`src/rtl/adc_trigger_sequencer_pkg.sv`:
```
`default_nettype none
// ============================================================================
// adc_trigger_sequencer_pkg : state encodings and defaults shared with CSR readback
// Revision: 1.0
// ============================================================================
package adc_trigger_sequencer_pkg;

  localparam int CNT_WIDTH_DEFAULT = 16;
  localparam int STATE_WIDTH       = 3;

  typedef logic [STATE_WIDTH-1:0] state_t;

  localparam state_t ST_IDLE = 3'd0;
  localparam state_t ST_PRE  = 3'd1;
  localparam state_t ST_WAIT = 3'd2;
  localparam state_t ST_POST = 3'd3;
  localparam state_t ST_DONE = 3'd4;
  localparam state_t ST_HOLD = 3'd5;

endpackage
`default_nettype wire

```
`src/rtl/adc_trigger_sequencer_sample_window_counter.sv`:
```
`default_nettype none
// ============================================================================
// sample_window_counter : loadable sample counter with full / last-sample flags
// Revision: 1.0
// ============================================================================
module sample_window_counter #(
  parameter int CNT_WIDTH = 16
) (
  input  logic                 clk,
  input  logic                 rst_n,
  input  logic                 i_load,
  input  logic [CNT_WIDTH-1:0] i_load_val,
  input  logic                 i_en,
  input  logic [CNT_WIDTH-1:0] i_target,
  output logic                 o_full,
  output logic                 o_last
);

  logic [CNT_WIDTH-1:0] count_q, count_d;
  logic [CNT_WIDTH:0]   w_count_inc;

  // One extra bit so a target of all-ones still compares without wrapping.
  assign w_count_inc = {1'b0, count_q} + {{CNT_WIDTH{1'b0}}, 1'b1};

  always_comb begin
    count_d = count_q;
    if (i_load) begin
      count_d = i_load_val;
    end else if (i_en) begin
      count_d = w_count_inc[CNT_WIDTH-1:0];
    end
  end

  always_ff @(posedge clk or negedge rst_n) begin
    if (!rst_n) begin
      count_q <= '0;
    end else begin
      count_q <= count_d;
    end
  end

  assign o_full = (count_q == i_target);
  assign o_last = i_en & (w_count_inc == {1'b0, i_target});

endmodule
`default_nettype wire

```
`src/rtl/adc_trigger_sequencer.sv`:
```
`default_nettype none
// ============================================================================
// adc_trigger_sequencer : pretrigger / trigger / posttrigger / holdoff sequencer
// Revision: 1.0
// ============================================================================
module adc_trigger_sequencer
  import adc_trigger_sequencer_pkg::*;
#(
  parameter int CNT_WIDTH  = CNT_WIDTH_DEFAULT,
  parameter int TCNT_WIDTH = 16
) (
  input  logic                  adcClk,
  input  logic                  adcReset_n,
  input  logic                  armStrobe,
  input  logic                  abortStrobe,
  input  logic                  autoRearm,
  input  logic [CNT_WIDTH-1:0]  pretrigCount,
  input  logic [CNT_WIDTH-1:0]  posttrigCount,
  input  logic [CNT_WIDTH-1:0]  holdoffCount,
  input  logic                  adcValidOut,
  input  logic                  adcUseThisSample,
  input  logic                  adcExceedsThreshold,
  output logic                  captureEnable,
  output logic                  triggerMarker,
  output logic                  acqDone,
  output logic                  busy,
  output logic [2:0]            state,
  output logic [TCNT_WIDTH-1:0] triggerCount
);

  localparam logic [CNT_WIDTH-1:0] C_ONE = {{(CNT_WIDTH-1){1'b0}}, 1'b1};

  state_t                 state_q, state_d;
  logic                   prev_exc_q, prev_exc_d;
  logic [CNT_WIDTH-1:0]   pre_q, pre_d;
  logic [CNT_WIDTH-1:0]   post_q, post_d;
  logic [CNT_WIDTH-1:0]   hold_q, hold_d;
  logic                   auto_q, auto_d;
  logic                   capture_q, capture_d;
  logic                   marker_q, marker_d;
  logic                   done_q, done_d;
  logic [TCNT_WIDTH-1:0]  tcount_q, tcount_d;

  logic                   w_sample;
  logic                   w_trig_edge;
  logic                   w_arm_ok;
  logic [CNT_WIDTH-1:0]   w_post_eff;
  logic                   w_cnt_load;
  logic [CNT_WIDTH-1:0]   w_cnt_load_val;
  logic                   w_cnt_en;
  logic [CNT_WIDTH-1:0]   w_cnt_target;
  logic                   w_cnt_full;
  logic                   w_cnt_last;

  assign w_sample    = adcValidOut & adcUseThisSample;
  assign w_trig_edge = w_sample & adcExceedsThreshold & ~prev_exc_q;
  assign w_arm_ok    = armStrobe & ~abortStrobe & (state_q == ST_IDLE);
  assign w_post_eff  = (post_q == '0) ? C_ONE : post_q;

  // ---------------------------------------------------------------- state reg
  always_ff @(posedge adcClk or negedge adcReset_n) begin
    if (!adcReset_n) begin
      state_q <= ST_IDLE;
    end else begin
      state_q <= state_d;
    end
  end

  // --------------------------------------------------------------- next state
  always_comb begin
    state_d = state_q;
    if (abortStrobe) begin
      state_d = ST_IDLE;
    end else begin
      case (state_q)
        ST_IDLE: if (armStrobe)   state_d = (pretrigCount == '0) ? ST_WAIT : ST_PRE;
        ST_PRE:  if (w_cnt_last)  state_d = ST_WAIT;
        ST_WAIT: if (w_trig_edge) state_d = ST_POST;
        ST_POST: if (w_cnt_full || w_cnt_last) state_d = ST_DONE;
        ST_DONE: state_d = auto_q ? ST_HOLD : ST_IDLE;
        ST_HOLD: if (w_cnt_full || w_cnt_last) state_d = (pre_q == '0) ? ST_WAIT : ST_PRE;
        default: state_d = ST_IDLE;
      endcase
    end
  end

  // ------------------------------------------------------------------ outputs
  always_comb begin
    capture_d = 1'b0;
    marker_d  = 1'b0;
    tcount_d  = tcount_q;
    if (!abortStrobe) begin
      case (state_q)
        ST_PRE, ST_WAIT: capture_d = w_sample;
        // A full counter here means the trigger sample already closed the window.
        ST_POST:         capture_d = w_sample & ~w_cnt_full;
        default:         capture_d = 1'b0;
      endcase
      if ((state_q == ST_WAIT) && w_trig_edge) begin
        marker_d = 1'b1;
        if (tcount_q != '1) begin
          tcount_d = tcount_q + 1'b1;
        end
      end
    end
    done_d = (state_d == ST_DONE);
  end

  // ------------------------------------------------------ config and history
  always_comb begin
    pre_d      = pre_q;
    post_d     = post_q;
    hold_d     = hold_q;
    auto_d     = auto_q;
    prev_exc_d = w_sample ? adcExceedsThreshold : prev_exc_q;
    if (w_arm_ok) begin
      pre_d  = pretrigCount;
      post_d = posttrigCount;
      hold_d = holdoffCount;
      auto_d = autoRearm;
    end
  end

  always_ff @(posedge adcClk or negedge adcReset_n) begin
    if (!adcReset_n) begin
      prev_exc_q <= 1'b0;
      pre_q      <= '0;
      post_q     <= '0;
      hold_q     <= '0;
      auto_q     <= 1'b0;
      capture_q  <= 1'b0;
      marker_q   <= 1'b0;
      done_q     <= 1'b0;
      tcount_q   <= '0;
    end else begin
      prev_exc_q <= prev_exc_d;
      pre_q      <= pre_d;
      post_q     <= post_d;
      hold_q     <= hold_d;
      auto_q     <= auto_d;
      capture_q  <= capture_d;
      marker_q   <= marker_d;
      done_q     <= done_d;
      tcount_q   <= tcount_d;
    end
  end

  // ------------------------------------------------------------ window counter
  // Reloaded on every state change; the trigger sample counts as post sample 1.
  assign w_cnt_load     = (state_d != state_q);
  assign w_cnt_load_val = (state_d == ST_POST) ? C_ONE : '0;
  assign w_cnt_en       = w_sample & ~w_cnt_full &
                          ((state_q == ST_PRE) || (state_q == ST_POST) || (state_q == ST_HOLD));

  always_comb begin
    case (state_q)
      ST_PRE:  w_cnt_target = pre_q;
      ST_POST: w_cnt_target = w_post_eff;
      ST_HOLD: w_cnt_target = hold_q;
      default: w_cnt_target = '0;
    endcase
  end

  sample_window_counter #(
    .CNT_WIDTH (CNT_WIDTH)
  ) u_window_counter (
    .clk        (adcClk),
    .rst_n      (adcReset_n),
    .i_load     (w_cnt_load),
    .i_load_val (w_cnt_load_val),
    .i_en       (w_cnt_en),
    .i_target   (w_cnt_target),
    .o_full     (w_cnt_full),
    .o_last     (w_cnt_last)
  );

  assign captureEnable = capture_q;
  assign triggerMarker = marker_q;
  assign acqDone       = done_q;
  assign busy          = (state_q != ST_IDLE);
  assign state         = state_q;
  assign triggerCount  = tcount_q;

endmodule
`default_nettype wire

```
`config.mk`:
```
export PLATFORM = sky130hd
export DESIGN_NAME = adc_trigger_sequencer
export DESIGN_NICKNAME = d
export VERILOG_FILES = /design/src/rtl/adc_trigger_sequencer_pkg.sv /design/src/rtl/adc_trigger_sequencer_sample_window_counter.sv /design/src/rtl/adc_trigger_sequencer.sv
export SDC_FILE = /design/constraint.sdc
export NUM_CORES = 1
export LEC_CHECK = 0
export BUFFER_PORTS_ARGS = -buffer_cell sky130_fd_sc_hd__buf_2
export CAP_MARGIN = 10
export CORE_MARGIN = 2
export CORE_UTILIZATION = 30
export DETAILED_ROUTE_END_ITERATION = 8
export PLACE_DENSITY = 0.56
export SETUP_SLACK_MARGIN = 0.02
export SYNTH_ARGS = -nofsm -noshare
export SYNTH_HDL_FRONTEND = slang
export SYNTH_SLANG_ARGS = --single-unit
```
`constraint.sdc`:
```
create_clock -name adcClk -period 3.1 [get_ports adcClk]
set_input_delay 0.31 -clock adcClk [delete_from_list [all_inputs] [get_ports adcClk]]
set_output_delay 0.31 -clock adcClk [all_outputs]
set_load 0.05 [all_outputs]
```
# After elaboration in Yosys (flattened, before gate mapping)
# Cells that the tools add are included.
[word_totals]
regBits = 88
input_bits = 56
out_inout_bits = 23
word_cells = 66
[op_classes]
addsub = 2
n_eq_ne = 11
muxes = 19
bitwise_logic = 11
reduce_logical = 12
[op_table]
columns = ["cell", "count"]
rows = [
  ["16-bit logical NOT", 3],
  ["16-bit 2-to-1 mux", 3],
  ["16-bit one-hot mux with 3 select lines", 1],
  ["3-bit 2-to-1 mux", 7],
  ["3-bit one-hot mux with 6 select lines", 1],
  ["16-bit by 1-bit adder with 17-bit output (second input constant)", 1],
  ["17-bit by 16-bit == test with 1-bit output", 1],
  ["16-bit by 1-bit adder with 16-bit output (second input constant)", 1],
  ["16-bit == test", 1],
  ["16-bit != test (second input constant)", 1],
  ["3-bit by 2-bit == test with 1-bit output (second input constant)", 3],
  ["3-bit == test (second input constant)", 3],
  ["1-bit AND", 8],
  ["1-bit 2-to-1 mux", 4],
  ["2-bit 2-to-1 mux", 2],
  ["3-bit by 1-bit == test with 1-bit output (second input constant)", 1],
  ["3-bit logical NOT", 1],
  ["1-bit logical OR", 3],
  ["3-bit != test", 1],
  ["1-bit NOT", 3],
  ["3-bit AND reduction", 1],
  ["3-bit nonzero test", 1],
  ["1-bit one-hot mux with 2 select lines", 1],
  ["2-bit nonzero test", 1],
  ["2 further kinds", 2],
]

# Longest topological paths before layout
[depth]
word_depth = 15
mapped_depth = 14
ltp_nobuf = 11

# Hierarchy
# Synthesis repeated with hierarchy kept, for this count alone.
[hier_totals]
hier_cells = 511
hier_area_um2 = 5152.4
[by_module_without_submodules]
columns = ["mod", "n_inst", "cells_each", "area_each_um2", "seq_area_each_um2"]
rows = [
  ["adc_trigger_sequencer", 1, 328, 3711.1, 1801.7],
  ["sample_window_counter", 1, 183, 1441.4, 400.4],
]

# Worst setup path before layout
# Ideal clock, no wire load.
[synth_path]
kind = "reg2reg"
startpoint = "reg state_q[1] (netlist: state[1])"
endpoint = "reg u_window_counter.count_q[10]"
setup_ns = 0.126
arrival_time_ns = 3.304
required_ns = 2.974
path_slack_ns = -0.330
path_stages_with_launch = 14
n_path_buf = 3
synth_period_minus_slack_ns = 3.430
cell_sequence = "dfrtp_1 > buf_6 > buf_6 > mux2i_1 > o22ai_1 > a311o_1 > or4_4 > a22oi_2 > o2111ai_2 > or3_1 > a31o_1 > o2111ai_4 > buf_8 > nor3b_2"
[synth_via]
elab_chain_len = 13
[synth_rtl]
columns = ["item", "line_no", "rtl"]
rows = [
  ["start: declaration", "adc_trigger_sequencer.sv:33", "state_t state_q, state_d;"],
  ["start signal: assignment", "adc_trigger_sequencer.sv:65", "state_q <= state_d;"],
  ["3-bit == test (tied with other cells)", "adc_trigger_sequencer.sv:75, adc_trigger_sequencer.sv:153, adc_trigger_sequencer.sv:156", ""],
  ["16-bit one-hot mux with 3 select lines", "adc_trigger_sequencer.sv:156", "case (state_q)"],
  ["16-bit == test", "adc_trigger_sequencer_sample_window_counter.sv:42", "assign o_full = (count_q == i_target);"],
  ["1-bit NOT", "adc_trigger_sequencer.sv:152", "assign w_cnt_en = w_sample & ~w_cnt_full &"],
  ["1-bit AND (2 in a row)", "adc_trigger_sequencer.sv:152", ""],
  ["1-bit AND", "adc_trigger_sequencer_sample_window_counter.sv:43", "assign o_last = i_en & (w_count_inc == {1'b0, i_target});"],
  ["1-bit logical OR", "adc_trigger_sequencer.sv:79, adc_trigger_sequencer.sv:81", ""],
  ["3-bit 2-to-1 mux, on equally long branches", "adc_trigger_sequencer.sv:81, adc_trigger_sequencer.sv:79", ""],
  ["3-bit one-hot mux with 6 select lines", "adc_trigger_sequencer.sv:75", "case (state_q)"],
  ["3-bit 2-to-1 mux", "adc_trigger_sequencer.sv:72", "if (abortStrobe) begin"],
  ["3-bit != test", "adc_trigger_sequencer.sv:150", "assign w_cnt_load = (state_d != state_q);"],
  ["16-bit 2-to-1 mux or 2-bit nonzero test (tied branches)", "n/a", ""],
  ["end signal: assignment", "adc_trigger_sequencer_sample_window_counter.sv:38", "count_q <= count_d;"],
  ["end: declaration", "adc_trigger_sequencer_sample_window_counter.sv:19", "logic [CNT_WIDTH-1:0] count_q, count_d;"],
]
# Parallel ways exist; a longest one is shown, timed or not.
# A chain may end at the register's enable or synchronous reset.

# Worst setup path after layout
[layout_path]
startpoint = "reg state_q[1] (netlist: state[1])"
endpoint = "reg u_window_counter.count_q[8]"
# Same word-level chain as after synthesis.

==> metrics.log <==
INFO  metric timing.critical_path.arrival = 3.58 ns
INFO  metric nNetsFinal = 767
INFO  metric firstDrtPassIters = 5
INFO  metric async_flop_share = 100.0%
INFO  metric clock-root-buffer = sky130_fd_sc_hd__clkbuf_16
INFO  metric worstSkewPairLatency = 0.35 ns
INFO  metric place.detailed.instances = 916
INFO  metric design.portCount = 79
INFO  metric die_y = 139.9 um
INFO  metric timing.critical_path.to_type = flip-flop
INFO  metric cts.sinks = 88
INFO  metric slew_violations = 0
INFO  metric routed_wirelength = 18020 um
INFO  metric cts.hold.buffers_added = 0
INFO  metric antenna_found_initial = 0
INFO  metric route.antenna.remaining_nets = 0
INFO  metric crit_required = 3.33 ns
INFO  metric globalRouteOverflowTotal = 0
INFO  metric viasPerCell = 5.383
INFO  metric synth_warnings = 0
INFO  metric layout.core_utilization = 42.98%
INFO  metric syn-instance-count = 546
INFO  metric layoutNonFillerInstCount = 943
INFO  metric grt_use_total = 18.65%
INFO  metric maxCapViolCount = 0
INFO  metric postSynthAreaPerCell = 10.15 um2
INFO  metric power.static_leakage = 0.003306 uW
INFO  metric rsz0062_at_grt = yes
INFO  metric tritoncts = done
INFO  metric syn_nets = 604
INFO  metric synth-main-ff-cell = sky130_fd_sc_hd__dfrtp_1
INFO  metric violations = negative setup slack
INFO  metric port-buffer-count = 78
INFO  metric flow.area_growth_from_synthesis = 39.72%
INFO  metric final_worst_path_period_need = 3.351 ns
INFO  metric dpl.hpwl = 13450 um
INFO  metric vdd.ir_drop.worst = 313.2 uV
INFO  metric synth_seq_area_share = 39.72%
INFO  metric grt_max_degree = 54
INFO  metric run_status = finished, violations left
INFO  metric detail_route.drc_violations = 0
INFO  metric crit_type = flip-flop to flip-flop
INFO  metric relSlewSlack = 52.20%
INFO  metric detail_route.iter0.violations = 312
INFO  metric hold_path.class = input port to asynchronous set/reset pin
INFO  metric final.fill_count = 1748
INFO  metric final-hold-violation-count = 0
INFO  metric vias = 5076
INFO  metric timing.critical_path.from_type = flip-flop
INFO  metric max_freq = 298.4 MHz
INFO  metric crit_path_max_fanout = 7
INFO  metric final.setup_skew = 0.007185 ns
INFO  metric gp_routability_congestion = 0.9586
INFO  metric diodes = 0
INFO  metric clk_transition_reported_paths = 0.06 ns
INFO  metric post-route-worst-setup-slack = -0.2509 ns
INFO  metric tritoncts.num_buffers = 9
INFO  metric yosysUniqueCellTypes = 78
INFO  metric synth.cell_area = 0.005544 mm2
INFO  metric synth-seq-cells = 88
INFO  metric dieWidth = 139.9 um
INFO  metric core_area = 0.01802 mm2
INFO  metric synth_edf_count = 0
INFO  metric post-route-period-util = 108.1%
INFO  metric post_route_cells_drive_above_1_share = 46.50%
INFO  metric power.density = 482.1 mW/mm2
INFO  metric floorplan.initialDensity = 30.76%
INFO  metric floorplan_die_area = 0.01958 mm2
INFO  metric buffers_from_clock_root_to_sink_at_most = 2
INFO  metric worst_pin_slew = 0.7170 ns
INFO  metric placement_rows = 49
INFO  metric htree_num_levels = 3
INFO  metric first_global_vias = 5350
INFO  metric wl_per_cell = 19.11 um
INFO  metric worst_reg2reg_path_length_in_cells = 14
INFO  metric setup_viol = 19
INFO  metric first_pass_grt_wire_length = 28860 um
## what timing repair did
action | CTS | global route
pin swaps | 34 | 32
setup endpoints to repair | 19 | 22
setup buffers | 8 | 3
resized for setup | 54 | 37
cloned | 2 | 0
hold endpoints to repair | 0 | 0
## logic make-up (layout without fill, tap and decap cells)
group           after synthesis  count (layout)  share of synthesized area (%)
flops                        88              88                          39.72
fa+ha+maj                     2               2                         0.4513
compound gates               86              86                          12.32
mux                          73              73                          14.42
xor+xnor                     40              40                          6.567
buf+inv                      43             211                          3.791
simple gates                214             214                          22.73
## critical path: stages (launching register included)
cell and delay (ns):
sky130_fd_sc_hd__dfrtp_2 0.44, sky130_fd_sc_hd__buf_4 0.16, sky130_fd_sc_hd__buf_4 0.16, sky130_fd_sc_hd__mux2i_2 0.27, sky130_fd_sc_hd__o22ai_2 0.16, sky130_fd_sc_hd__or4_1 0.41, sky130_fd_sc_hd__a21o_1 0.19, sky130_fd_sc_hd__o21ai_1 0.10
sky130_fd_sc_hd__a21oi_2 0.13, sky130_fd_sc_hd__buf_4 0.18, sky130_fd_sc_hd__or3_1 0.36, sky130_fd_sc_hd__a31o_1 0.22, sky130_fd_sc_hd__o2111ai_4 0.17, sky130_fd_sc_hd__clkbuf_16 0.24, sky130_fd_sc_hd__nor3b_2 0.05
## placed cells by master, fill, tap and decap left out, types with 4 or more instances in the layout
cell                         n
sky130_fd_sc_hd__a21oi_1     6
sky130_fd_sc_hd__and2_1      6
sky130_fd_sc_hd__and3_1      7
sky130_fd_sc_hd__and4_1      4
sky130_fd_sc_hd__buf_2      77
sky130_fd_sc_hd__buf_4      95
sky130_fd_sc_hd__buf_6       6
sky130_fd_sc_hd__clkbuf_16  10
sky130_fd_sc_hd__dfrtp_1    85
sky130_fd_sc_hd__inv_1      10
sky130_fd_sc_hd__mux2_2     55
sky130_fd_sc_hd__mux2i_1    11
sky130_fd_sc_hd__mux2i_2     5
sky130_fd_sc_hd__nand2_1    41
sky130_fd_sc_hd__nand2b_1   14
sky130_fd_sc_hd__nand3_1    20
sky130_fd_sc_hd__nand4_1    13
sky130_fd_sc_hd__nand4bb_1   5
sky130_fd_sc_hd__nor2_1     22
sky130_fd_sc_hd__nor2b_1     8
sky130_fd_sc_hd__nor3_1      8
sky130_fd_sc_hd__nor3_2      9
sky130_fd_sc_hd__nor3b_2     5
sky130_fd_sc_hd__nor4_1     15
sky130_fd_sc_hd__o211ai_1    4
sky130_fd_sc_hd__o21ai_0     8
sky130_fd_sc_hd__o22ai_1     5
sky130_fd_sc_hd__o2bb2ai_1   7
sky130_fd_sc_hd__xnor2_1    27
sky130_fd_sc_hd__xor2_1     11
## final timing paths
| check | slack [ns] | from | end |
|---|---|---|---|
| max in group asynchronous | 2.46 | adcReset_n | triggerCount[8] |
| hold / removal | 0.005 | adcReset_n | hold_q[15] |
| setup reg to reg | -0.25 | state[1] | u_window_counter.count_q[8] |
| min in group adcClk | 0.19 | posttrigCount[0] | post_q[0] |
| setup / recovery | -0.25 | state[1] | u_window_counter.count_q[8] |
| hold reg to reg | 0.50 | triggerCount[14] | triggerCount[14] |
## metal layers
metal	wire length (um)	track usage, %	vias to the layer above
met3	866	3.009	55
met1	7609	23.44	2453
met2	8789	31.17	197
met4	752	9.316	0
li1	-	-	2371
met5	0	0	-
## where the power goes
part | leakage (uW) | switching (uW) | internal [uW]
clock network | 0.000163 | 458 | 792
registers | 0.00111 | 152 | 1300
logic | 0.00203 | 490 | 543
## flip-flops by register name, summed over array words and instances, names as in the netlist
name	flops
prev_exc_q	1
post_q	16
u_window_counter.count_q	16
triggerMarker	1
auto_q	1
state	3
pre_q	16
hold_q	16
triggerCount	16
captureEnable	1
acqDone	1
## area by class of cell
type                       count  area, um2  share of cell area, %
inverter                      10      37.54                 0.4846
sequential                    88       2206                  28.48
clock inverter                 6      115.1                  1.486
timing repair buffer         185       1309                  16.90
tap                          229      286.5                  3.699
clock buffer                  10      229.0                  2.956
multi-input combinational    415       3563                  46.00
## cell usage after synthesis, drive strengths merged (5+ instances only)
cell type,n,area [um2]
dfrtp,88,2202
nor4,17,106.4
nor2,23,86.33
o22ai,6,37.54
nand3,21,105.1
nand4bb,5,56.30
inv,10,37.54
nor3,20,135.1
nand2,42,157.7
nor3b,9,82.58
buf,23,135.1
mux2,55,619.3
and3,7,43.79
o21ai,11,55.05
o2bb2ai,7,61.31
a211oi,5,37.54
and2,7,43.79
clkbuf,10,37.54
nand2b,17,106.4
xnor2,28,245.2
mux2i,18,180.2
nor2b,10,62.56
a21oi,10,50.05
xor2,11,96.34
nand4,13,81.33
## through the flow
stage | power (uW) | area [um2] | setup TNS (ns) | hold slack (ns) | setup WS, ns
after floorplan | 1877 | 5547 | -2.231 | 0.01441 | -0.1834
after global placement | 2283 | 6817 | -3.654 | 0.3981 | -0.3024
after detailed placement | 2306 | 6817 | -4.258 | 0.4092 | -0.2907
after CTS | 3688 | 7520 | -2.906 | 0.03872 | -0.1829
after global routing | 3909 | 7746 | -6.225 | 0.06989 | -0.3645
final | 3734 | 7746 | -3.997 | 0.004918 | -0.2509
Note: power is estimated with default switching activity, not from simulation.
